### src/rtl/pe_ctrl_pkg.sv
// Shared types for the PE-array command controller: FSM state, request bit indices, status word layout.
package pe_ctrl_pkg;

    typedef enum logic [2:0] {
        ST_IDLE = 3'd0,
        ST_CFG  = 3'd1,
        ST_XFER = 3'd2,
        ST_POP  = 3'd3,
        ST_ACK  = 3'd4
    } state_e;

    localparam int unsigned REQ_XID    = 0;
    localparam int unsigned REQ_YID    = 1;
    localparam int unsigned REQ_LN     = 2;
    localparam int unsigned REQ_PE     = 3;
    localparam int unsigned REQ_FILTER = 4;
    localparam int unsigned REQ_IFMAP  = 5;
    localparam int unsigned REQ_IPSUM  = 6;
    localparam int unsigned REQ_POP    = 7;

    // acc_ctrl status word, MSB first
    typedef struct packed {
        logic [11:0] rsvd;
        logic        ifmap_ready;
        logic        filter_ready;
        logic        ipsum_ready;
        logic        opsum_valid;
        logic [7:0]  count;
        logic        empty;
        logic        full;
        logic        underflow;
        logic        timeout;
        logic        ack;
        state_e      state;
    } acc_ctrl_t;

    function automatic logic is_onehot8(input logic [7:0] v);
        return (v != 8'd0) && ((v & (v - 8'd1)) == 8'd0);
    endfunction

endpackage

### src/rtl/pe_array_cmd_ctrl_if.sv
// CPU command/status bus plus GLB transfer and opsum streams between the controller and its environment.
interface pe_array_cmd_ctrl_if #(
    parameter int unsigned XID_W  = 5,
    parameter int unsigned YID_W  = 3,
    parameter int unsigned DATA_W = 32
);
    logic [7:0]        req;
    logic [31:0]       cpu_ctrl;
    logic [DATA_W-1:0] cpu_data;
    logic              ack;
    logic [31:0]       acc_ctrl;
    logic [DATA_W-1:0] acc_data;

    logic [XID_W-1:0]  tag_X;
    logic [YID_W-1:0]  tag_Y;
    logic              GLB_filter_valid, GLB_ifmap_valid, GLB_ipsum_valid;
    logic              GLB_filter_ready, GLB_ifmap_ready, GLB_ipsum_ready;
    logic [DATA_W-1:0] GLB_data_in;
    logic              GLB_opsum_valid, GLB_opsum_ready;
    logic [DATA_W-1:0] GLB_data_out;

    modport master (
        output req, cpu_ctrl, cpu_data,
        output GLB_filter_ready, GLB_ifmap_ready, GLB_ipsum_ready, GLB_opsum_valid, GLB_data_out,
        input  ack, acc_ctrl, acc_data, tag_X, tag_Y,
        input  GLB_filter_valid, GLB_ifmap_valid, GLB_ipsum_valid, GLB_data_in, GLB_opsum_ready
    );

    modport slave (
        input  req, cpu_ctrl, cpu_data,
        input  GLB_filter_ready, GLB_ifmap_ready, GLB_ipsum_ready, GLB_opsum_valid, GLB_data_out,
        output ack, acc_ctrl, acc_data, tag_X, tag_Y,
        output GLB_filter_valid, GLB_ifmap_valid, GLB_ipsum_valid, GLB_data_in, GLB_opsum_ready
    );
endinterface

### src/rtl/opsum_fifo.sv
// Synchronous opsum FIFO; exposes current and next occupancy so the owner can register full/ready.
module opsum_fifo #(
    parameter int unsigned DATA_W = 32,
    parameter int unsigned DEPTH  = 4
) (
    input  logic                    clk,
    input  logic                    rst,
    input  logic                    push,
    input  logic                    pop,
    input  logic [DATA_W-1:0]       din,
    output logic [DATA_W-1:0]       head,
    output logic [$clog2(DEPTH):0]  count,
    output logic [$clog2(DEPTH):0]  count_d
);
    localparam int unsigned PTR_W = $clog2(DEPTH);
    localparam int unsigned CNT_W = PTR_W + 1;

    logic [DATA_W-1:0] mem [DEPTH];
    logic [PTR_W-1:0]  wr_ptr, rd_ptr;

    assign head    = mem[rd_ptr];
    assign count_d = count + CNT_W'(push) - CNT_W'(pop);

    always_ff @(posedge clk) begin
        if (!rst) begin
            wr_ptr <= '0;
            rd_ptr <= '0;
            count  <= '0;
        end else begin
            if (push) wr_ptr <= wr_ptr + PTR_W'(1);
            if (pop)  rd_ptr <= rd_ptr + PTR_W'(1);
            count <= count_d;
        end
    end

    always_ff @(posedge clk) begin
        if (push) mem[wr_ptr] <= din;
    end
endmodule

### src/rtl/pe_array_cmd_ctrl.sv
// CPU-to-PE-array command controller: config scans, GLB transfers, opsum FIFO pops, req/ack handshake.
// Optional transfer watchdog enabled by defining PE_CTRL_TIMEOUT_EN.
module pe_array_cmd_ctrl
    import pe_ctrl_pkg::*;
#(
    parameter int unsigned XID_W       = 5,
    parameter int unsigned YID_W       = 3,
    parameter int unsigned LN_W        = 5,
    parameter int unsigned PE_NUM      = 48,
    parameter int unsigned PE_CFG_W    = 10,
    parameter int unsigned DATA_W      = 32,
    parameter int unsigned OPSUM_DEPTH = 4,
    parameter int unsigned TIMEOUT_CYC = 256
) (
    input  logic                clk,
    input  logic                rst,
    pe_array_cmd_ctrl_if.slave  bus,
    output logic                set_XID,
    output logic                set_YID,
    output logic                set_LN,
    output logic [XID_W-1:0]    ifmap_XID_scan_in, filter_XID_scan_in, ipsum_XID_scan_in, opsum_XID_scan_in,
    output logic [YID_W-1:0]    ifmap_YID_scan_in, filter_YID_scan_in, ipsum_YID_scan_in, opsum_YID_scan_in,
    output logic [LN_W-1:0]     LN_config_in,
    output logic [PE_NUM-1:0]   PE_en,
    output logic [PE_CFG_W-1:0] PE_config
);
    localparam int unsigned CNT_W = $clog2(OPSUM_DEPTH) + 1;

    state_e            state, state_d;
    logic [2:0]        valid_q, valid_d;          // {ipsum, ifmap, filter}
    logic [XID_W-1:0]  tag_x_q, tag_x_d;
    logic [YID_W-1:0]  tag_y_q, tag_y_d;
    logic [DATA_W-1:0] data_q, data_d, acc_data_q, acc_data_d, head;
    logic              ack_q, ack_d, tmo_q, tmo_d, unf_q, unf_d, opsum_rdy_q;
    logic [31:0]       acc_ctrl_q;
    acc_ctrl_t         acc_ctrl_d;
    logic              set_xid_d, set_yid_d, set_ln_d;
    logic [XID_W-1:0]  xid_d [4];
    logic [YID_W-1:0]  yid_d [4];
    logic [LN_W-1:0]   ln_d;
    logic [PE_NUM-1:0] pe_en_d;
    logic [PE_CFG_W-1:0] pe_cfg_d;
    logic [CNT_W-1:0]  cnt, cnt_d;
    logic              push, pop, accept, timeout_hit, cmd_ok, go, unused_ok;

    assign cmd_ok    = is_onehot8(bus.req);
    assign go        = bus.cpu_ctrl[XID_W+YID_W];
    assign accept    = |(valid_q & {bus.GLB_ipsum_ready, bus.GLB_ifmap_ready, bus.GLB_filter_ready});
    assign push      = bus.GLB_opsum_valid && opsum_rdy_q;
    assign unused_ok = ^{bus.cpu_ctrl, TIMEOUT_CYC[0]};

`ifdef PE_CTRL_TIMEOUT_EN
    localparam int unsigned TMO_W = $clog2(TIMEOUT_CYC + 1);
    logic [TMO_W-1:0] tmo_cnt;

    always_ff @(posedge clk) begin
        if (!rst)                 tmo_cnt <= '0;
        else if (state == ST_XFER) tmo_cnt <= tmo_cnt + TMO_W'(1);
        else                      tmo_cnt <= '0;
    end
    assign timeout_hit = (state == ST_XFER) && (|valid_q) && !accept &&
                         (tmo_cnt == TMO_W'(TIMEOUT_CYC - 1));
`else
    assign timeout_hit = 1'b0;
`endif

    opsum_fifo #(.DATA_W(DATA_W), .DEPTH(OPSUM_DEPTH)) u_fifo (
        .clk(clk), .rst(rst), .push(push), .pop(pop), .din(bus.GLB_data_out),
        .head(head), .count(cnt), .count_d(cnt_d)
    );

    always_ff @(posedge clk) begin
        if (!rst) state <= ST_IDLE;
        else      state <= state_d;
    end

    always_comb begin
        state_d = state;
        case (state)
            ST_IDLE: if (cmd_ok) begin
                if (|bus.req[REQ_PE:REQ_XID])          state_d = ST_CFG;
                else if (|bus.req[REQ_IPSUM:REQ_FILTER]) state_d = ST_XFER;
                else                                    state_d = ST_POP;
            end
            ST_CFG:  state_d = ST_ACK;
            ST_XFER: if (!(|valid_q) || accept || timeout_hit) state_d = ST_ACK;
            ST_POP:  state_d = ST_ACK;
            ST_ACK:  if (bus.req == 8'd0) state_d = ST_IDLE;
            default: state_d = ST_IDLE;
        endcase
    end

    // Next values of every registered output; config fields live only for the CFG cycle
    always_comb begin
        set_xid_d = 1'b0; set_yid_d = 1'b0; set_ln_d = 1'b0;
        for (int i = 0; i < 4; i++) begin
            xid_d[i] = '0;
            yid_d[i] = '0;
        end
        ln_d = '0; pe_en_d = '0; pe_cfg_d = '0;
        valid_d = valid_q; tag_x_d = tag_x_q; tag_y_d = tag_y_q; data_d = data_q;
        tmo_d = tmo_q; unf_d = unf_q; acc_data_d = acc_data_q; pop = 1'b0;
        ack_d = (state_d == ST_ACK);

        if (state == ST_IDLE && state_d != ST_IDLE) begin
            tmo_d = 1'b0;
            unf_d = 1'b0;
            if (bus.req[REQ_XID]) begin
                set_xid_d = bus.cpu_ctrl[4*XID_W];
                for (int i = 0; i < 4; i++) xid_d[i] = bus.cpu_ctrl[i*XID_W +: XID_W];
            end
            if (bus.req[REQ_YID]) begin
                set_yid_d = bus.cpu_ctrl[4*YID_W];
                for (int i = 0; i < 4; i++) yid_d[i] = bus.cpu_ctrl[i*YID_W +: YID_W];
            end
            if (bus.req[REQ_LN]) begin
                set_ln_d = bus.cpu_ctrl[LN_W];
                ln_d     = bus.cpu_ctrl[LN_W-1:0];
            end
            if (bus.req[REQ_PE]) begin
                pe_en_d  = {PE_NUM{bus.cpu_ctrl[PE_CFG_W]}};
                pe_cfg_d = bus.cpu_ctrl[PE_CFG_W-1:0];
            end
            if (state_d == ST_XFER) begin
                valid_d = {bus.req[REQ_IPSUM], bus.req[REQ_IFMAP], bus.req[REQ_FILTER]} & {3{go}};
                tag_x_d = bus.cpu_ctrl[XID_W-1:0];
                tag_y_d = bus.cpu_ctrl[XID_W +: YID_W];
                data_d  = bus.cpu_data;
            end
        end

        if (state == ST_XFER && state_d == ST_ACK) begin
            valid_d = '0; tag_x_d = '0; tag_y_d = '0; data_d = '0;
            tmo_d   = timeout_hit;
        end

        if (state == ST_POP) begin
            if (cnt != '0) begin
                pop        = 1'b1;
                acc_data_d = head;
            end else begin
                unf_d = 1'b1;
            end
        end

        acc_ctrl_d              = '0;
        acc_ctrl_d.state        = state_d;
        acc_ctrl_d.ack          = ack_d;
        acc_ctrl_d.timeout      = tmo_d;
        acc_ctrl_d.underflow    = unf_d;
        acc_ctrl_d.full         = (cnt_d == CNT_W'(OPSUM_DEPTH));
        acc_ctrl_d.empty        = (cnt_d == '0);
        acc_ctrl_d.count        = 8'(cnt_d);
        acc_ctrl_d.ifmap_ready  = bus.GLB_ifmap_ready;
        acc_ctrl_d.filter_ready = bus.GLB_filter_ready;
        acc_ctrl_d.ipsum_ready  = bus.GLB_ipsum_ready;
        acc_ctrl_d.opsum_valid  = bus.GLB_opsum_valid;
    end

    always_ff @(posedge clk) begin
        if (!rst) begin
            set_XID <= 1'b0; set_YID <= 1'b0; set_LN <= 1'b0;
            ifmap_XID_scan_in <= '0; filter_XID_scan_in <= '0; ipsum_XID_scan_in <= '0; opsum_XID_scan_in <= '0;
            ifmap_YID_scan_in <= '0; filter_YID_scan_in <= '0; ipsum_YID_scan_in <= '0; opsum_YID_scan_in <= '0;
            LN_config_in <= '0; PE_en <= '0; PE_config <= '0;
            valid_q <= '0; tag_x_q <= '0; tag_y_q <= '0; data_q <= '0;
            ack_q <= 1'b0; tmo_q <= 1'b0; unf_q <= 1'b0; acc_data_q <= '0;
            acc_ctrl_q <= '0; opsum_rdy_q <= 1'b1;
        end else begin
            set_XID <= set_xid_d; set_YID <= set_yid_d; set_LN <= set_ln_d;
            ifmap_XID_scan_in <= xid_d[0]; filter_XID_scan_in <= xid_d[1];
            ipsum_XID_scan_in <= xid_d[2]; opsum_XID_scan_in  <= xid_d[3];
            ifmap_YID_scan_in <= yid_d[0]; filter_YID_scan_in <= yid_d[1];
            ipsum_YID_scan_in <= yid_d[2]; opsum_YID_scan_in  <= yid_d[3];
            LN_config_in <= ln_d; PE_en <= pe_en_d; PE_config <= pe_cfg_d;
            valid_q <= valid_d; tag_x_q <= tag_x_d; tag_y_q <= tag_y_d; data_q <= data_d;
            ack_q <= ack_d; tmo_q <= tmo_d; unf_q <= unf_d; acc_data_q <= acc_data_d;
            acc_ctrl_q  <= acc_ctrl_d;
            opsum_rdy_q <= (cnt_d != CNT_W'(OPSUM_DEPTH));
        end
    end

    assign bus.ack              = ack_q;
    assign bus.acc_ctrl         = acc_ctrl_q;
    assign bus.acc_data         = acc_data_q;
    assign bus.tag_X            = tag_x_q;
    assign bus.tag_Y            = tag_y_q;
    assign bus.GLB_filter_valid = valid_q[0];
    assign bus.GLB_ifmap_valid  = valid_q[1];
    assign bus.GLB_ipsum_valid  = valid_q[2];
    assign bus.GLB_data_in      = data_q;
    assign bus.GLB_opsum_ready  = opsum_rdy_q;
endmodule

### src/flat_wrapper.sv
// flat-port wrapper written by rule: the top's interface ports become plain ports
module pe_array_cmd_ctrl_flat import pe_ctrl_pkg::*;
#(
    parameter int unsigned XID_W       = 5,
    parameter int unsigned YID_W       = 3,
    parameter int unsigned LN_W        = 5,
    parameter int unsigned PE_NUM      = 48,
    parameter int unsigned PE_CFG_W    = 10,
    parameter int unsigned DATA_W      = 32,
    parameter int unsigned OPSUM_DEPTH = 4,
    parameter int unsigned TIMEOUT_CYC = 256
)
  (clk, rst, set_XID, set_YID, set_LN, ifmap_XID_scan_in, filter_XID_scan_in, ipsum_XID_scan_in, opsum_XID_scan_in, ifmap_YID_scan_in, filter_YID_scan_in, ipsum_YID_scan_in, opsum_YID_scan_in, LN_config_in, PE_en, PE_config, bus_req, bus_cpu_ctrl, bus_cpu_data, bus_GLB_filter_ready, bus_GLB_ifmap_ready, bus_GLB_ipsum_ready, bus_GLB_opsum_valid, bus_GLB_data_out, bus_ack, bus_acc_ctrl, bus_acc_data, bus_tag_X, bus_tag_Y, bus_GLB_filter_valid, bus_GLB_ifmap_valid, bus_GLB_ipsum_valid, bus_GLB_data_in, bus_GLB_opsum_ready);
  pe_array_cmd_ctrl_if #(.XID_W(XID_W), .YID_W(YID_W), .DATA_W(DATA_W)) bus_i ();
  input  logic clk;
  input  logic rst;
  output logic set_XID;
  output logic set_YID;
  output logic set_LN;
  output logic [XID_W-1:0] ifmap_XID_scan_in;
  output logic [XID_W-1:0] filter_XID_scan_in;
  output logic [XID_W-1:0] ipsum_XID_scan_in;
  output logic [XID_W-1:0] opsum_XID_scan_in;
  output logic [YID_W-1:0] ifmap_YID_scan_in;
  output logic [YID_W-1:0] filter_YID_scan_in;
  output logic [YID_W-1:0] ipsum_YID_scan_in;
  output logic [YID_W-1:0] opsum_YID_scan_in;
  output logic [LN_W-1:0] LN_config_in;
  output logic [PE_NUM-1:0] PE_en;
  output logic [PE_CFG_W-1:0] PE_config;
  input wire logic [$bits(bus_i.req)-1:0] bus_req;
  input wire logic [$bits(bus_i.cpu_ctrl)-1:0] bus_cpu_ctrl;
  input wire logic [$bits(bus_i.cpu_data)-1:0] bus_cpu_data;
  input wire logic [$bits(bus_i.GLB_filter_ready)-1:0] bus_GLB_filter_ready;
  input wire logic [$bits(bus_i.GLB_ifmap_ready)-1:0] bus_GLB_ifmap_ready;
  input wire logic [$bits(bus_i.GLB_ipsum_ready)-1:0] bus_GLB_ipsum_ready;
  input wire logic [$bits(bus_i.GLB_opsum_valid)-1:0] bus_GLB_opsum_valid;
  input wire logic [$bits(bus_i.GLB_data_out)-1:0] bus_GLB_data_out;
  output wire logic [$bits(bus_i.ack)-1:0] bus_ack;
  output wire logic [$bits(bus_i.acc_ctrl)-1:0] bus_acc_ctrl;
  output wire logic [$bits(bus_i.acc_data)-1:0] bus_acc_data;
  output wire logic [$bits(bus_i.tag_X)-1:0] bus_tag_X;
  output wire logic [$bits(bus_i.tag_Y)-1:0] bus_tag_Y;
  output wire logic [$bits(bus_i.GLB_filter_valid)-1:0] bus_GLB_filter_valid;
  output wire logic [$bits(bus_i.GLB_ifmap_valid)-1:0] bus_GLB_ifmap_valid;
  output wire logic [$bits(bus_i.GLB_ipsum_valid)-1:0] bus_GLB_ipsum_valid;
  output wire logic [$bits(bus_i.GLB_data_in)-1:0] bus_GLB_data_in;
  output wire logic [$bits(bus_i.GLB_opsum_ready)-1:0] bus_GLB_opsum_ready;
  assign bus_i.req = bus_req;
  assign bus_i.cpu_ctrl = bus_cpu_ctrl;
  assign bus_i.cpu_data = bus_cpu_data;
  assign bus_i.GLB_filter_ready = bus_GLB_filter_ready;
  assign bus_i.GLB_ifmap_ready = bus_GLB_ifmap_ready;
  assign bus_i.GLB_ipsum_ready = bus_GLB_ipsum_ready;
  assign bus_i.GLB_opsum_valid = bus_GLB_opsum_valid;
  assign bus_i.GLB_data_out = bus_GLB_data_out;
  assign bus_ack = bus_i.ack;
  assign bus_acc_ctrl = bus_i.acc_ctrl;
  assign bus_acc_data = bus_i.acc_data;
  assign bus_tag_X = bus_i.tag_X;
  assign bus_tag_Y = bus_i.tag_Y;
  assign bus_GLB_filter_valid = bus_i.GLB_filter_valid;
  assign bus_GLB_ifmap_valid = bus_i.GLB_ifmap_valid;
  assign bus_GLB_ipsum_valid = bus_i.GLB_ipsum_valid;
  assign bus_GLB_data_in = bus_i.GLB_data_in;
  assign bus_GLB_opsum_ready = bus_i.GLB_opsum_ready;
  pe_array_cmd_ctrl #(.XID_W(XID_W), .YID_W(YID_W), .LN_W(LN_W), .PE_NUM(PE_NUM), .PE_CFG_W(PE_CFG_W), .DATA_W(DATA_W), .OPSUM_DEPTH(OPSUM_DEPTH), .TIMEOUT_CYC(TIMEOUT_CYC)) u_core (.clk(clk), .rst(rst), .bus(bus_i), .set_XID(set_XID), .set_YID(set_YID), .set_LN(set_LN), .ifmap_XID_scan_in(ifmap_XID_scan_in), .filter_XID_scan_in(filter_XID_scan_in), .ipsum_XID_scan_in(ipsum_XID_scan_in), .opsum_XID_scan_in(opsum_XID_scan_in), .ifmap_YID_scan_in(ifmap_YID_scan_in), .filter_YID_scan_in(filter_YID_scan_in), .ipsum_YID_scan_in(ipsum_YID_scan_in), .opsum_YID_scan_in(opsum_YID_scan_in), .LN_config_in(LN_config_in), .PE_en(PE_en), .PE_config(PE_config));
endmodule
### config.mk
export PLATFORM = sky130hd
export DESIGN_NAME = pe_array_cmd_ctrl_flat
export DESIGN_NICKNAME = d
export VERILOG_FILES = /design/src/rtl/pe_ctrl_pkg.sv /design/src/rtl/pe_array_cmd_ctrl_if.sv /design/src/rtl/opsum_fifo.sv /design/src/rtl/pe_array_cmd_ctrl.sv /design/src/flat_wrapper.sv
export SDC_FILE = /design/constraint.sdc
export NUM_CORES = 1
export LEC_CHECK = 0
export ABC_AREA = 1
export ABC_CLOCK_PERIOD_IN_PS = 2500
export CAP_MARGIN = 0
export CELL_PAD_IN_SITES_DETAIL_PLACEMENT = 1
export CELL_PAD_IN_SITES_GLOBAL_PLACEMENT = 2
export CORE_ASPECT_RATIO = 0.5
export CORE_MARGIN = 5
export CORE_UTILIZATION = 26
export DETAILED_ROUTE_END_ITERATION = 6
export GPL_ROUTABILITY_DRIVEN = 0
export GPL_TIMING_DRIVEN = 0
export PLACE_DENSITY_LB_ADDON = 0.2
export SLEW_MARGIN = 20
export SYNTH_ARGS = -nofsm -noshare
export SYNTH_HDL_FRONTEND = slang
export SYNTH_SLANG_ARGS = --single-unit
### constraint.sdc
create_clock -name clk -period 2.5 [get_ports clk]
set_clock_uncertainty 0.1 [all_clocks]
set_input_delay 0.375 -clock clk [delete_from_list [all_inputs] [get_ports clk]]
set_output_delay 0.375 -clock clk [all_outputs]
set_load 0.03 [all_outputs]
; ---- Word-level counts from Yosys, hierarchy flattened
; Memory sizes are Yosys's and may differ from the RTL's. A register that Yosys moved wholly into a read port is not among the register bits.
; Index checks and enable logic that the tools add are counted.
[classes]
n_addsub = 5
eq_ne = 8
n_mux = 15
bitwise_logic = 4
n_reduce_logical = 26
[op_table]
columns = op, n
row1 = zero test 8 bit, 2
row2 = two-way mux 3 bit, 4
row3 = one-hot mux 3 bit (4 select lines), 1
row4 = AND reduction 3 bit, 4
row5 = two-way mux 1 bit, 10
row6 = "== test 3 x 2 -> 1 bit, second input constant", 3
row7 = "== test 3 bit, second input constant", 3
row8 = OR reduction 3 bit, 3
row9 = bitwise AND 8 bit, 1
row10 = nonzero test 8 bit, 1
row11 = "subtractor 8 x 1 -> 8 bit, second input constant", 1
row12 = bitwise AND 3 bit, 2
row13 = zero test 3 bit, 2
row14 = nonzero test 3 bit, 2
row15 = "adder 2 x 1 -> 2 bit, second input constant", 2
row16 = logical AND 1 bit, 4
row17 = AND reduction 2 bit, 2
row18 = OR reduction 2 bit, 2
row19 = OR reduction 4 bit, 1
row20 = adder 3 x 1 -> 3 bit, 1
row21 = "== test 3 x 1 -> 1 bit, second input constant", 1
row22 = "!= test 3 bit, second input constant", 1
row23 = subtractor 3 x 1 -> 3 bit, 1
row24 = zero test 1 bit, 2
row25 = other kinds (2), 2
[totals]
reg_bits = 140
ram_bits = 128
in_bits = 110
out_inout_bits = 207
wordCells = 87
n_memories = 1
[memory_table]
columns = memory, words, width, rd, rd_ports_with_merged_regs, wr, line
row1 = u_core.u_fifo.mem, 4, 32, 1, 1, 1, opsum_fifo.sv:18  ; logic [DATA_W-1:0] mem [DEPTH];

; ---- Longest topological paths before layout
[logic_depth]
depth_word = 11
depth_mapped = 15
ltp_nobuf = 13

; ---- By module
; A second synthesis with hierarchy kept.
[hier_totals]
cells_unflattened = 1057
area_unflattened_um2 = 10824.1
[by_module_without_submodules]
columns = module, instances, cells_each, area_each_um2, seq_area_each_um2
row1 = pe_array_cmd_ctrl, 1, 660, 5589.1, 2822.7
row2 = opsum_fifo, 1, 397, 5235.0, 4023.9

; ---- Worst setup path after synthesis
; OpenSTA, ideal clock, no wires.
[synth_path]
path_kind = flip-flop to flip-flop
startpoint = register u_core.state[0]
endpoint = register u_core.opsum_rdy_q, in the netlist u_core.bus.GLB_opsum_ready
setup_ns = 0.114
t_arrival_ns = 2.731
setup_slack_ns = -0.445
path_stages_with_launch = 16
n_path_buf = 2
synth_period_minus_slack_ns = 2.945
path_cell_list = dfxtp_1 nand2_1 nor2_1 nand2_1 inv_1 clkbuf_1 clkbuf_1 ha_1 inv_1 ha_1 inv_1 fa_1 xor2_1 xor2_1 nor2_1 inv_1
[synth_between]
elab_chain_cells = 4
[synth_lines]
columns = item, line
row1 = "start, declared", pe_array_cmd_ctrl.sv:29  ; state_e state, state_d;
row2 = "start signal, assigned", pe_array_cmd_ctrl.sv:74  ; else state <= state_d;
row3 = == test 3 x 2 -> 1 bit, pe_array_cmd_ctrl.sv:137  ; if (state == ST_POP) begin
row4 = two-way mux 1 bit, pe_array_cmd_ctrl.sv:137
row5 = net u_core.pop, pe_array_cmd_ctrl.sv:44  ; logic push, pop, accept, timeout_hit, cmd_ok, go, unused_ok;
row6 = subtractor 3 x 1 -> 3 bit, opsum_fifo.sv:22  ; assign count_d = count + CNT_W'(push) - CNT_W'(pop);
row7 = != test 3 bit, pe_array_cmd_ctrl.sv:179  ; opsum_rdy_q <= (cnt_d != CNT_W'(OPSUM_DEPTH));
row8 = "end signal, assigned", pe_array_cmd_ctrl.sv:179
row9 = "end, declared", pe_array_cmd_ctrl.sv:34  ; logic ack_q, ack_d, tmo_q, tmo_d, unf_q, unf_d, opsum_rdy_q;
; The timed path passes the listed nets, and every way through them passes these cells.
; A chain may end at the register's enable or synchronous reset.

==> impl_results.md <==
* Status: finished, final reports clean
* Fill cell count at 4315
* Setup TNS at 0 ns
* HP Start: bus_cpu_ctrl[14]
* Vias in the first global route at 8420
* Commonest non-fill, non-tap cell in the layout: clkdlybuf4s50_1
* Cells along the critical path: nor3_4, inv_1, nand2_2, inv_4, ha_4, inv_4, ha_4, inv_2, fa_2, xor2_2, xor2_2, nor2_2, inv_1
* # IOs at 317
* Drt total wl at 34.5 mm
* Post-cts hold buffer count at 0
* Final Max Slew Viols at 0
* Maxcap violations at 0
* Crit path largest cell delay at 0.37 ns
* Mapped cell area at 0.0103 sq mm
* Met3 Use GR at 0.0242
* Crit path launch type: register
* CTS tree: done
* Cells on Worst Hold Path at 3
* Worst-path clk slew at 0.06 ns
* RSZ-0062 raised after global routing: false
* Clk_lat worst skew at 0.56 ns
* Synth area leader: edfxtp_1
* Clock sink total at 273
* Syn Inst Count at 980
* Top post-synthesis cells by area: edfxtp_1, dfxtp_1, nor2_1
* Pwr Density at 656 mW/mm^2
* FP Rows at 51
* CP max-delay cell: fa_2
* Gr ovfl total at 0
* Reg2reg start: u_core.bus.acc_ctrl[10]
* GR Layer Usage met1 at 0.173
* Max Clk Rate at 0.420 GHz
* CP Max Fanout at 3
* Final worst-path cycle share at 0.951
* Antenna violations before repair at 1
* Max_slew headroom at 0.536
* Most frequent cells in the layout: clkdlybuf4s50_1, nor2_1, dfxtp_1, edfxtp_1, buf_4
* Die height at 151 um
* Crit end category: register
* Fin util at 0.384
* Final worst setup slack at 0.122 ns
* Synthesis-stage register bit count at 273
* Hold Path End: u_core.ipsum_XID_scan_in[4]
* Maximum clock path buffer count at 3
* TritonRoute pass-1 iters at 4
* Pre-CTS WS at -0.497 ns
* Reg2Reg Depth at 13
* Syn avg cell area at 10.5 sq um
* WS Path Type: register to register
* Antenna-violating nets left at 0
* TritonCTS Buffers at 27
* Layout area overhead at 45.4%
* H-tree Lvls at 1
* Yosys cell types at 33
* YS warnings at 0
* First-pass GRT wire length at 50.8 mm
* Total track usage at 0.149
* Share of cells above drive strength 1 at 0.178
* Input/output buffers at 287
* CP Data Required Time at 2.85 ns
* Fin nets at 1441
* Final Setup Violations at 0
* Reg2reg end: u_core.bus.GLB_opsum_ready
* # DRC at 0
* Min cycle time layout at 2.38 ns
* Yosys top cell area share at 0.373
* Hold Vio Cnt, Final at 0
* Busiest grt layer: met2
* Clk root buf: clkbuf_16
* CP bufs+invs at 5
* Drt wl/cell at 18.4 um
* Core Footprint at 0.0390 sq mm
* CP top delay family: adder cells
* HP Class: input pin to register
* Met2 usage at 0.283
* Starting Density at 0.264
* Worst path arrival time at 2.72 ns
* Reg2Reg Setup Slack at 0.12 ns
* Initial DRC Count at 270
* Worst vdd ir at 366 uV
* Leak pwr at 5.67 nW
* Vias at 7960
* Largest net degree at the start of global routing at 49
* Drt via density at 4.24
* DPL Wire Length at 25.1 mm
* Hold WS at 0.261 ns
* Die width at 292 um
* Sequential fraction of the synthesis area at 0.655
* Full die area at 0.0440 sq mm
* Worst-Margin Slew at 0.694 ns
-- stage by stage --
stage	instance area [sq um]	total power [mW]	cells
2_1_floorplan	10400	5.39	997
3_5_place_dp	14100	5.84	1819
6_report	15000	9.83	1876
5_1_grt	15000	10.2	1876
4_1_cts	15000	9.98	1872
3_3_place_gp	13900	5.77	1814
-- synthesized netlist by cell type --
master and instances:
a21oi_1 51, a31oi_1 33, buf_1 4, buf_2 5, buf_4 67, buf_6 11, clkbuf_1 33, conb_1 1
dfxtp_1 145, edfxtp_1 128, fa_1 1, ha_1 6, inv_1 58, inv_2 1, nand2_1 68, nand2_2 2
nand2_4 1, nand2_8 1, nand3_1 44, nand3_2 2, nand4_1 4, nand4_2 3, nor2_1 180, nor2_2 19
nor2_4 1, nor3_1 4, nor3b_1 1, o21a_1 1, o21ai_0 100, o21ai_2 1, o221ai_1 1, o22ai_1 1
xor2_1 2
-- routing by layer --
metal  share of wire  wire [um]
met1            0.41      14100
met2            0.53      18200
met3           0.034       1180
met4           0.030       1030
met5               0          0
-- kinds of logic (layout without fill, tap and decap cells) --
group,after synthesis,count (layout),share of synthesized area
xor+xnor,2,2,0.00170
fa+ha+maj,7,7,0.00923
other cells,1,19,0.000364
buf+inv,179,527,0.0982
flops,273,273,0.655
simple gates,330,330,0.139
compound gates,188,188,0.0964
-- worst max-delay path by stage --
stage          cells after the start                         end  slack (ns)                  startpoint
2_1_floorplan                      2     u_core.u_fifo.mem[0][0]       -0.13  u_core.bus.GLB_opsum_ready
3_5_place_dp                      10      u_core.bus.acc_ctrl[6]       -0.50         bus_GLB_opsum_valid
6_report                          13  u_core.bus.GLB_opsum_ready        0.12     u_core.bus.acc_ctrl[10]
4_1_cts                           14  u_core.bus.GLB_opsum_ready       -0.03      u_core.u_fifo.count[0]
3_3_place_gp                       3    u_core.u_fifo.mem[1][18]       -1.99         bus_GLB_opsum_valid
5_1_grt                           13  u_core.bus.GLB_opsum_ready       0.009     u_core.bus.acc_ctrl[10]
-- registers in the layout, indices dropped and copies added, names as in the netlist, 3 cells and up --
register / count
u_core.valid_q: 3
u_core.bus.acc_data: 32
u_core.filter_YID_scan_in: 3
u_core.ifmap_XID_scan_in: 5
u_core.opsum_YID_scan_in: 3
u_core.bus.acc_ctrl: 10
u_core.PE_config: 10
u_core.ifmap_YID_scan_in: 3
u_core.ipsum_YID_scan_in: 3
u_core.bus.tag_Y: 3
u_core.LN_config_in: 5
u_core.opsum_XID_scan_in: 5
u_core.bus.tag_X: 5
u_core.bus.GLB_data_in: 32
u_core.u_fifo.mem: 128
u_core.ipsum_XID_scan_in: 5
u_core.filter_XID_scan_in: 5
-- power by group --
part	total [mW]	internal, mW	switching, mW
registers	4.92	4.86	0.0519
clock network	4.06	2.28	1.77
logic	0.858	0.365	0.493
total	9.83	7.51	2.32
-- final cells by class --
class                      instances  area (sq um)  area share
antenna                            1          2.50    0.000167
tap                              530           663      0.0443
clock inverter                     8          61.3     0.00409
clock buffer                      42           825      0.0551
multi-input combinational        545          2700       0.180
buffer                           118           783      0.0523
timing repair buffer             300          2950       0.197
sequential                       273          6770       0.452
inverter                          59           226      0.0151
-- worst reg2reg max path: stages (launching register included) --
cell and delay [ns]:
dfxtp_4 0.36, nor3_4 0.19, inv_1 0.07, nand2_2 0.11
inv_4 0.06, ha_4 0.24, inv_4 0.05, ha_4 0.11
inv_2 0.04, fa_2 0.37, xor2_2 0.17, xor2_2 0.20
nor2_2 0.14, inv_1 0.05
-- what timing repair did --
item                                   4_1_cts  5_1_grt
endpoints found under the hold margin        0        0
setup endpoints to repair                   53        5
cloned                                       0        0
pin swaps                                    7        7
setup buffers                                4        4
resized for setup                           61        3
Note: power is estimated with default switching activity, not from simulation.
==> patch 1, RTL diff (same settings) <==
Set the package constant `REQ_PE` to 2 (it was 3).
--- a/src/rtl/pe_ctrl_pkg.sv
+++ b/src/rtl/pe_ctrl_pkg.sv
@@ -14,3 +14,3 @@
     localparam int unsigned REQ_LN     = 2;
-    localparam int unsigned REQ_PE     = 3;
+    localparam int unsigned REQ_PE     = 2;
     localparam int unsigned REQ_FILTER = 4;
Function: changed (a bounded check fails within 4 cycles, from zero or initial values and one cycle with rst low).
==> patch 1 against the unedited design <==
  * Setup slack gained 0.016 ns
  * Via count shrank 1.3%
  * Sequential power shrank 2%
  * Sequential cell count shrank 6
  * Worst hold slack lost 0.0045 ns
  * Final area shrank 1.3%
  * Fmax grew 0.68%
  * Combinational power shrank 2.9%
  * Count of clock-buffer cells in the layout shrank 9
  * Synthesized area shrank 2.9%
  * Routed wire length shrank 3.1%
  * Power grew 1.2%
  * Largest cell class unchanged
  * Largest power group unchanged
==> patch 1: results <==
metrics = {
    "status": {
        "status": "finished clean",
    },
    "setup_path": {
        "r2r-start": "u_core.u_fifo.count[1]",
        "cp_max_fo": 24,
        "critPathLaunch": "u_core.PE_en[0]",
        "cpPeakStageDelay_ns": 0.69,
        "crit_slowest_cell": "clkdlybuf4s50_1",
    },
    "finish": {
        "drive_above_1_share": 0.1473,
        "nFillCells": 4204,
        "syn_to_final_growth_pct": 47.63,
    },
    "drt": {
        "num_vias": 7857,
        "wl_met2_um": 17520,
        "route.met3.wl_um": 1750,
        "wirelength_um": 33440,
        "wl_met1_um": 13690,
        "drt_iter0_markers": 405,
    },
    "pwr": {
        "p_leak_nw": 5.648,
        "peakVddDrop_v": 0.0003536,
    },
    "yosys": {
        "synth_common_cells": "nor2_1, dfxtp_1, edfxtp_1",
        "synth_cell_types": 30,
        "yosysSeqAreaShare": 0.6621,
        "synth_top_area_frac": 0.3840,
    },
    "place": {
        "place_area_um2": 13790,
    },
    "grt": {
        "grt_pass1_wl_um": 50430,
        "grt_max_degree": 25,
        "antenna_found_initial": 3,
    },
    "worst_hold_path": {
        "hold_start": "bus_cpu_ctrl[18]",
    },
    "sta": {
        "tightest_slew_ns": 0.7591,
    },
}
-- patch 1: power breakdown --
group | switching [mW] | leakage [nW] | internal, mW
Sequential | 0.0508 | 2.30 | 4.77
Combinational | 0.476 | 2.87 | 0.357
Clock | 1.84 | 0.473 | 2.46
Total | 2.37 | 5.65 | 7.59
-- patch 1: metrics by stage --
step / std cells / power (mW) / setup TNS, ns / hold WS (ns) / setup slack [ns]
floorplan: 984 / 5.290 / -17.03 / 0.3395 / -0.1318
global placement: 1791 / 5.658 / -246.49 / 0.3478 / -1.969
detailed placement: 1795 / 5.719 / -9.592 / 0.3546 / -0.5539
CTS: 1852 / 10.09 / 0 / 0.2249 / 0.01828
global route: 1854 / 10.38 / 0 / 0.2442 / 0.02537
finish: 1854 / 9.953 / 0 / 0.2563 / 0.1377
-- patch 1: cell type report --
cell class | instances | area share
antenna | 3 | 0.0005081
buffer | 120 | 0.05259
clock buffer | 33 | 0.05005
clock inverter | 19 | 0.01482
inverter | 54 | 0.01389
multi-input combinational | 541 | 0.1729
sequential | 267 | 0.4499
tap | 520 | 0.04403
timing repair buffer | 297 | 0.2013
-- patch 1: cell families after synthesis --
logic type      count (synthesis)  share of synthesized area
other cells                     1                  0.0003747
compound gates                184                    0.09639
flops                         267                     0.6621
buf+inv                       176                    0.09864
simple gates                  330                     0.1313
fa+ha+maj                       7                   0.009501
xor+xnor                        2                   0.001751
-- patch 1: what timing repair did --
| item | in CTS | in global routing |
|---|---|---|
| pin swaps | 6 | 8 |
| resized for setup | 46 | 4 |
| setup buffers | 6 | 0 |
| hold endpoints to repair | 0 | 0 |
| endpoints found under the setup margin | 53 | 4 |
-- patch 1: worst max-delay path, delay by kind of cell, from the launching register on --
family                 cells  cell delay, ns
buffers and inverters      2            0.89
flip-flops                 1            0.44
-- patch 1: final timing paths --
kind | to | slack (ns) | cells after the start
max reg2reg | u_core.bus.GLB_opsum_ready | 0.18 | 13
max | PE_en[0] | 0.14 | 2
min | u_core.opsum_XID_scan_in[3] | 0.26 | 3
min reg2reg | u_core.bus.tag_Y[1] | 0.36 | 2
-- patch 1: routing by layer --
metal  vias up  global-route usage
li1       3815                   -
met1      3834              0.1788
met2       171              0.2836
met3        37             0.02885
met4         0             0.03180
met5         -                   0
==> patch 2, RTL diff (same flow settings) <==
Made on the original files. Take the reset off `acc_data_q` and load it in a clocked block of its own.
--- a/src/rtl/pe_array_cmd_ctrl.sv
+++ b/src/rtl/pe_array_cmd_ctrl.sv
@@ -166,3 +166,3 @@
             valid_q <= '0; tag_x_q <= '0; tag_y_q <= '0; data_q <= '0;
-            ack_q <= 1'b0; tmo_q <= 1'b0; unf_q <= 1'b0; acc_data_q <= '0;
+            ack_q <= 1'b0; tmo_q <= 1'b0; unf_q <= 1'b0; 
             acc_ctrl_q <= '0; opsum_rdy_q <= 1'b1;
@@ -176,3 +176,3 @@
             valid_q <= valid_d; tag_x_q <= tag_x_d; tag_y_q <= tag_y_d; data_q <= data_d;
-            ack_q <= ack_d; tmo_q <= tmo_d; unf_q <= unf_d; acc_data_q <= acc_data_d;
+            ack_q <= ack_d; tmo_q <= tmo_d; unf_q <= unf_d; 
             acc_ctrl_q  <= acc_ctrl_d;
@@ -180,2 +180,6 @@
         end
+    end
+
+    always_ff @(posedge clk) begin
+        acc_data_q <= acc_data_d;
     end
Behaviour: differs if rst is asserted again (counterexample within 4 cycles, from zero or initial values and one cycle with rst low); with rst held inactive, the same outputs for 4 cycles.
==> patch 2 against the unedited design <==
  * Core utilization increased by 0.13 points
  * Synthesized area fell by 1.2%
  * Sequential share of layout area up 2.2 points
  * Clock power is 7.6% higher
  * Worst hold slack got worse by 0.11 ns
  * Setup slack worse by 0.039 ns
  * Non-clock buffer count fell by 15
  * First-iteration DRC count fell by 18%
  * Power grew 3.6%
  * Count of clock-buffer cells in the layout down 10
  * Sequential cell count did not move
  * Routed wire length fell by 6.9%
  * Via count shrank 6.1%
  * Final area fell by 0.14%
==> patch 2: results <==
metrics = {
    "grt": {
        "grt_usage": 0.1405,
        "antenna_found_initial": 4,
        "use_met1": 0.1608,
        "grt_use_met3": 0.02491,
        "grt_pass1_vias": 8079,
        "grt_pass1_wl_um": 47780,
        "grt_max_degree": 25,
        "use_met2": 0.2726,
    },
    "finish": {
        "drive_above_1_share": 0.1739,
        "nFillCells": 4281,
        "largest_reg_flops": 128,
        "final_nets": 1331,
    },
    "setup_path": {
        "cp.arrival_ns": 2.83,
        "cp_max_fo": 3,
        "crit_slowest_cell": "dfxtp_4",
        "critPathTopFamily": "adder cells",
    },
    "place": {
        "detailed_place_hpwl_um": 22980,
        "io_buffers": 286,
        "pre_cts_ws_ns": -0.9840,
    },
    "drt": {
        "num_vias": 7473,
        "wl_per_cell_um": 18.15,
        "drt_iter0_markers": 221,
    },
    "cts": {
        "cts_inserted_buffers": 28,
        "clk_latency_ns": 0.57,
    },
    "yosys": {
        "synth_edf_count": 160,
        "synth_cell_types": 33,
        "ys_top_cells_by_area": "edfxtp_1, dfxtp_1, buf_4",
        "yosysSeqAreaShare": 0.6942,
        "synth_common_cells": "edfxtp_1, nor2_1, dfxtp_1",
    },
    "pwr": {
        "peakVddDrop_v": 0.0003800,
        "p_leak_nw": 5.593,
        "intPower_mw": 7.841,
    },
    "status": {
        "status": "finished clean",
    },
    "sta": {
        "tightest_slew_ns": 1.043,
    },
}
-- patch 2: cells by family after synthesis --
| family | after synthesis | synth area share |
|---|---|---|
| flops | 273 | 0.6942 |
| simple gates | 267 | 0.1177 |
| buf+inv | 166 | 0.09476 |
| compound gates | 156 | 0.08186 |
| fa+ha+maj | 7 | 0.009341 |
| xor+xnor | 2 | 0.001721 |
| other cells | 1 | 0.0003684 |
-- patch 2: worst min-delay path: stages --
cell and delay, ns:
buf_2 0.16, nand4_2 0.16, nor2_1 0.05
-- patch 2: what timing repair did --
item,CTS,global route
setup endpoints to repair,54,4
cloned,1,0
gates resized for setup,38,4
buffers inserted,3,0
hold buffers,0,0
pin swaps,1,2
-- patch 2: power groups by stage --
stage               Sequential, mW  Combinational, mW  Clock (mW)
global route                  5.03              0.875        4.71
CTS                           5.01              0.814        4.51
finish                        5.01              0.807        4.37
global placement              5.11              0.732           0
floorplan                     5.16              0.316           0
detailed placement            5.11              0.803           0
-- patch 2: layout make-up --
cell class	instances	area, um2	area share
clock buffers	32	735.7	0.04919
repair inverters	1	5.005	0.0003346
diodes	4	10.01	0.0006693
flip-flops and latches	273	7081	0.4734
well taps	530	663.1	0.04434
repair buffers	294	2950	0.1973
plain buffers	109	750.7	0.05020
clock inverters	20	231.5	0.01548
multi-input cells	450	2311	0.1545
inverters	57	217.7	0.01456
-- patch 2: path summary, 6_finish.rpt --
kind	from	to	slack, ns	cells past startpoint
hold reg to reg	u_core.bus.tag_X[3]	u_core.bus.tag_X[3]	0.36	2
setup reg to reg	u_core.bus.acc_ctrl[10]	u_core.bus.acc_ctrl[7]	0.08	13
hold / removal	rst	u_core.set_XID	0.15	3
setup / recovery	u_core.bus.acc_ctrl[10]	u_core.bus.acc_ctrl[7]	0.08	13
-- patch 2: through the flow --
step	instances	TNS, ns	cell area, um2	hold WS (ns)	utilization
floorplan	889	-1.053	10300	0.3394	-
global placement	1705	-124.75	13830	0.3472	0.3564
detailed placement	1710	-16.99	13980	0.3497	0.3603
CTS	1766	-0.03186	14920	0.1257	0.3846
global route	1770	-0.03917	14960	0.1405	0.3855
finish	1770	0	14960	0.1459	0.3855
-- patch 2: metal layers --
metal / part of all wire / up-vias
li1: - / 3591
met1: 0.40 / 3715
met2: 0.55 / 121
met3: 0.029 / 46
met4: 0.023 / 0
met5: 0 / -
